==> config.mk <==
export PLATFORM = sky130hd
export DESIGN_NAME = hazard_control_unit
export DESIGN_NICKNAME = d
export VERILOG_FILES = /design/src/rtl/hazard_control_unit.sv
export SDC_FILE = /design/constraint.sdc
export NUM_CORES = 1
export LEC_CHECK = 0
export ABC_CLOCK_PERIOD_IN_PS = 1700
export CAP_MARGIN = 20
export CELL_PAD_IN_SITES_DETAIL_PLACEMENT = 1
export CELL_PAD_IN_SITES_GLOBAL_PLACEMENT = 2
export CORE_MARGIN = 1.5
export CORE_UTILIZATION = 21
export CTS_CLUSTER_DIAMETER = 50
export CTS_CLUSTER_SIZE = 12
export DETAILED_ROUTE_END_ITERATION = 10
export PLACE_DENSITY = 0.76
export SLEW_MARGIN = 40
export SYNTH_ARGS = -nofsm -noshare
export SYNTH_HDL_FRONTEND = slang
export SYNTH_SLANG_ARGS = --single-unit
==> constraint.sdc <==
create_clock -name clk -period 1.7 [get_ports clk]
set_input_delay 0.17 -clock clk [delete_from_list [all_inputs] [get_ports clk]]
set_output_delay 0.17 -clock clk [all_outputs]
set_load 0.05 [all_outputs]
==> src/rtl/hazard_control_unit.sv <==
// Hazard control for a 5-stage pipeline: load-use bubbles, branch flushes,
// CALL/RET sequencing, memory freeze, plus a saturating bubble counter.
module hazard_control_unit (
  input  logic       clk,
  input  logic       rst_n,
  input  logic [2:0] ID_RsrcAddress,
  input  logic [2:0] ID_RdstAddress,
  input  logic       ID_usesRsrc,
  input  logic       ID_usesRdst,
  input  logic       ID_isCall,
  input  logic       ID_isRet,
  input  logic       EX_memRead,
  input  logic       EX_WB,
  input  logic [2:0] EX_RdstAddress,
  input  logic       EX_branchTaken,
  input  logic       memStall,
  output logic       stallPC,
  output logic       stallIF_ID,
  output logic       stallBuffer,
  output logic       flushIF_ID,
  output logic       Flush,
  output logic       loaduseCase,
  output logic       stallLD,
  output logic       ForwardPCHighCall,
  output logic       ForwardPCLowCall,
  output logic [2:0] state,
  output logic [7:0] bubbleCount
);

  typedef enum logic [2:0] {
    RUN   = 3'd0,
    CALL2 = 3'd1,
    RET1  = 3'd2,
    RET2  = 3'd3,
    RET3  = 3'd4
  } hcu_state_e;

  hcu_state_e state_q, state_d;
  logic [7:0] bubble_cnt_q, bubble_cnt_d;
  logic       load_use_s;

  logic stall_pc_s, stall_if_id_s, stall_buffer_s, flush_if_id_s, flush_s;
  logic load_use_case_s, stall_ld_s, fwd_high_s, fwd_low_s;

  function automatic logic [7:0] sat_add(input logic [7:0] cnt, input logic [1:0] inc);
    logic [8:0] sum;
    sum = {1'b0, cnt} + {7'd0, inc};
    return sum[8] ? 8'hFF : sum[7:0];
  endfunction

  assign load_use_s = EX_memRead & EX_WB &
                      ((ID_usesRsrc & (ID_RsrcAddress == EX_RdstAddress)) |
                       (ID_usesRdst & (ID_RdstAddress == EX_RdstAddress)));

  // Next-state, counter and control decode in priority order
  always_comb begin
    state_d         = state_q;
    bubble_cnt_d    = bubble_cnt_q;
    stall_pc_s      = 1'b0;
    stall_if_id_s   = 1'b0;
    stall_buffer_s  = 1'b0;
    flush_if_id_s   = 1'b0;
    flush_s         = 1'b0;
    load_use_case_s = 1'b0;
    stall_ld_s      = 1'b0;
    fwd_high_s      = 1'b0;
    fwd_low_s       = 1'b0;
    if (!rst_n) begin
      state_d      = RUN;
      bubble_cnt_d = 8'd0;
    end else if (memStall) begin
      stall_pc_s     = 1'b1;
      stall_if_id_s  = 1'b1;
      stall_buffer_s = 1'b1;
    end else if (EX_branchTaken) begin
      flush_if_id_s = 1'b1;
      flush_s       = 1'b1;
      state_d       = RUN;
      bubble_cnt_d  = sat_add(bubble_cnt_q, 2'd2);
    end else begin
      case (state_q)
        RUN: begin
          if (load_use_s) begin
            stall_pc_s      = 1'b1;
            stall_if_id_s   = 1'b1;
            stall_ld_s      = 1'b1;
            flush_s         = 1'b1;
            load_use_case_s = 1'b1;
            bubble_cnt_d    = sat_add(bubble_cnt_q, 2'd1);
          end else if (ID_isCall) begin
            fwd_high_s    = 1'b1;
            stall_pc_s    = 1'b1;
            stall_if_id_s = 1'b1;
            state_d       = CALL2;
          end else if (ID_isRet) begin
            stall_pc_s    = 1'b1;
            flush_if_id_s = 1'b1;
            state_d       = RET1;
            bubble_cnt_d  = sat_add(bubble_cnt_q, 2'd1);
          end else begin
            state_d = RUN;
          end
        end
        CALL2: begin
          fwd_low_s = 1'b1;
          state_d   = RUN;
        end
        RET1, RET2: begin
          stall_pc_s    = 1'b1;
          flush_if_id_s = 1'b1;
          state_d       = (state_q == RET1) ? RET2 : RET3;
          bubble_cnt_d  = sat_add(bubble_cnt_q, 2'd1);
        end
        RET3: begin
          // PC is released here so the popped return address loads
          flush_if_id_s = 1'b1;
          state_d       = RUN;
          bubble_cnt_d  = sat_add(bubble_cnt_q, 2'd1);
        end
        default: begin
          state_d = RUN;
        end
      endcase
    end
  end

  // State and bubble counter registers with synchronous active-low reset
  always_ff @(posedge clk) begin
    if (!rst_n) begin
      state_q      <= RUN;
      bubble_cnt_q <= 8'd0;
    end else begin
      state_q      <= state_d;
      bubble_cnt_q <= bubble_cnt_d;
    end
  end

  assign stallPC           = stall_pc_s;
  assign stallIF_ID        = stall_if_id_s;
  assign stallBuffer       = stall_buffer_s;
  assign flushIF_ID        = flush_if_id_s;
  assign Flush             = flush_s;
  assign loaduseCase       = load_use_case_s;
  assign stallLD           = stall_ld_s;
  assign ForwardPCHighCall = fwd_high_s;
  assign ForwardPCLowCall  = fwd_low_s;
  assign state             = state_q;
  assign bubbleCount       = bubble_cnt_q;

endmodule

==> results.py <==
metrics = {
    "finish": {
        "fin_area_um2": 2030,
        "layout.nets": 224,
        "n_antenna_cell": 0,
        "drive_above_1_share_pct": 57.4,
        "final_util_pct": 45.9,
        "area_delta_synth_final_pct": 107,
        "fillCellCount": 508,
        "fin_cells": 254,
    },
    "cts": {
        "clk_pin_slew_ns": 0.05,
        "ctsHoldBuffers": 0,
        "clock_latency_ns": 0.25,
        "cts_tree": "built",
        "numCtsBuffers": 3,
        "cts_sinks": 11,
        "h-tree-depth": 1,
        "cts-root-buf": "clkbuf_8",
        "cts_buffer_depth": 2,
    },
    "floorplanning": {
        "die_area_um2": 5080,
        "core_area_um2": 4410,
        "placementRows": 24,
        "initial_core_util_pct": 22.2,
        "die_x_um": 71.3,
        "ios": 39,
        "die_y_um": 71.3,
    },
    "detailed_routing": {
        "vias": 1341,
        "drtIter0Drc": 95,
        "post_drt_via_cell_ratio": 5.28,
        "route.detailed.drc": 0,
        "routed_wl_mm": 4.36,
        "wire_per_inst_um": 17.2,
        "dr.pass1.iters": 4,
        "ant_nets": 0,
    },
    "global_route": {
        "grt_use_total_pct": 17.8,
        "grt.busiest_layer": "met2",
        "grt_pass1_vias": 1462,
        "grtUsageMet3_pct": 3.66,
        "grt_use_met2_pct": 33.7,
        "grt_pass1_wl_mm": 7.22,
        "grt_max_degree": 13,
        "use_met1_pct": 21.0,
        "antenna_found_initial": 0,
        "grt.overflow.total": 0,
    },
    "yosys": {
        "synthMuxAreaShare_pct": 3.07,
        "synth-edff-count": 0,
        "yosys.area.top_type": "dfxtp_1",
        "async_flop_share_pct": 0,
        "synth-simple-area-share_pct": 27.8,
        "ys_ff_latch": 11,
        "synth-xor-area-share_pct": 5.36,
        "synthAdderAreaFrac_pct": 2.55,
        "seq_area_frac_synth_pct": 22.5,
        "mappedNetlistNets": 150,
        "ys.flop_type": "dfxtp_1",
        "synth_compound_gate_area_share_pct": 33.0,
        "ys_top_cells_by_area": "dfxtp_1 22%, o221a_1 5.7%, a21oi_1 5.6%",
        "synth_cells": 129,
        "syn_area_per_cell_um2": 7.59,
        "synth.distinct_cells": 46,
        "synth_top_family_by_area": "compound AO/OA/AOI/OAI gates",
        "syn-cell-area_um2": 980,
        "yosys_warnings": 0,
        "yosys.area.top_type_share_pct": 22.5,
    },
    "sta": {
        "setup-violations-final": 6,
        "slew_viol_final": 0,
        "rsz0062_at_grt": "yes",
        "whs_ns": 0.519,
        "fin_ws_ns": -0.0680,
        "tightestPinTransition_ns": 0.324,
        "clock_skew_ns": 0.00483,
        "period_needed_ns": 1.77,
        "max_freq_mhz": 566,
        "timing.final.crit_share_pct": 104,
        "max-slew-margin-rel_pct": 78.4,
        "final_hold_viol_count": 0,
    },
    "pwr": {
        "leakagePower_nw": 0.813,
        "vdd_ir_drop_max_uv": 340,
        "power_density_nw_per_um2": 481,
    },
    "critical_path": {
        "cp_data_required_time_ns": 1.53,
        "crit_family": "simple AND/OR/NAND/NOR gates",
        "cp_max_fo": 4,
        "cp_num_buf_inv": 1,
        "crit_path_cell_trace": "nor2b_1 > or4_1 > a41o_2 > buf_6",
        "crit_type": "reg2out",
        "end_kind": "primary output",
        "slowest_stage": "or4_1",
        "critPathMaxStageDelay_ns": 0.49,
        "start_kind": "register",
        "crit_arrival_ns": 1.60,
    },
    "worst_hold_path": {
        "hold_path_class": "reg2reg",
    },
    "placed_design": {
        "io_buffer_count": 38,
        "dpl_cell_area_um2": 1760,
        "dp.cells": 241,
        "gp_congestion": 0.816,
        "hpwl_mm": 3.23,
    },
    "status": {
        "failed_checks": "negative setup slack",
        "status": "complete, but fails checks",
    },
    "job": {
        "cap_violations": 0,
    },
}
-- timing repair --
action	in CTS	in global routing
buffers inserted	6	3
pin swaps	17	16
setup endpoints to repair	9	15
gates cloned	0	0
gates resized for setup	64	18
-- layout by cell type (no fill, tap or decap), drive strengths merged, types with 2 or more instances in the layout --
cell	netlist	routed
nand4	3	3
nor2	8	8
and3	3	3
a21oi	11	11
clkbuf	4	4
o21ai	8	8
or3	2	2
nand2b	2	2
nor3	6	6
xnor2	6	6
nor4	2	2
dfxtp	11	11
o21a	2	2
a221oi	3	3
mux2i	3	3
dlygate4sd2	0	5
nand3	6	6
buf	4	68
o221a	5	5
inv	5	5
ha	2	2
or4	3	3
nand2	13	13
clkdlybuf4s50	0	3
-- layout make-up --
| cell class | count | area, um2 | area share [%] |
|---|---|---|---|
| inverters | 5 | 18.8 | 0.925 |
| clock buffers | 4 | 45.0 | 2.22 |
| well taps | 52 | 65.1 | 3.21 |
| repair buffers | 77 | 748 | 36.9 |
| flip-flops and latches | 11 | 244 | 12.0 |
| multi-input cells | 105 | 907 | 44.7 |
-- flip-flops by register name, indices dropped and copies added, names as in the netlist --
| register | count |
|---|---|
| bubbleCount | 8 |
| state | 3 |
-- tightest hold or removal path: stages (launching register included) --
cell	delay, ns
dfxtp_2	0.35
inv_1	0.07
a221oi_2	0.05
-- synthesized netlist by cell type, types with 2 or more instances --
master	number
nand2b_1	2
o21ai_0	5
nand4_1	3
o21ai_1	2
a21oi_1	11
or3_1	2
or4_1	3
buf_2	3
clkbuf_1	4
nand3_1	6
nor3_1	6
a221oi_2	2
xnor2_1	6
and3_1	3
o221a_1	5
nand2_1	13
ha_1	2
inv_1	4
dfxtp_1	11
mux2i_1	3
nor2_1	8
-- logic make-up after synthesis --
| logic type | count (synthesis) |
|---|---|
| AOI/OAI and AO/OA | 42 |
| xor gates and xnor gates | 6 |
| adders and majority gates | 2 |
| buffers and inverters | 13 |
| DFF | 11 |
| muxes | 3 |
| and+or+nand+nor | 52 |
-- power by group --
part           internal, mW  switching (mW)  leakage (nW)  total (mW)
logic                 0.203           0.213         0.694       0.417
registers             0.265          0.0180        0.0956       0.283
clock network         0.166           0.110        0.0228       0.276
total                 0.634           0.341         0.813       0.975
-- metal layers --
| layer | up-vias | wire length [um] |
|---|---|---|
| li1 | 639 | - |
| met1 | 669 | 1760 |
| met2 | 29 | 2420 |
| met3 | 4 | 154 |
| met4 | 0 | 25 |
| met5 | - | 0 |
-- worst paths after layout --
kind,startpoint,end,slack [ns],depth (start not counted)
worst min-delay path,bubbleCount[4]$_SDFFE_PN0P_,bubbleCount[4]$_SDFFE_PN0P_,0.52,2
worst max register to register,state[1]$_SDFFE_PN0P_,bubbleCount[7]$_SDFFE_PN0P_,0.03,7
worst min register to register,bubbleCount[4]$_SDFFE_PN0P_,bubbleCount[4]$_SDFFE_PN0P_,0.52,2
worst max-delay path,state[1]$_SDFFE_PN0P_,stallPC,-0.07,4
-- metrics by stage --
step                      total power [mW]  TNS, ns  setup WS [ns]
after floorplan                      0.468  -0.0939        -0.0776
after global placement               0.639    -3.04         -0.397
after detailed placement             0.652    -4.28         -0.484
after CTS                            0.956   -0.437         -0.124
after global routing                  1.02   -0.829         -0.109
final                                0.975   -0.223        -0.0680
No activity file was read; power rests on OpenSTA's default activity.
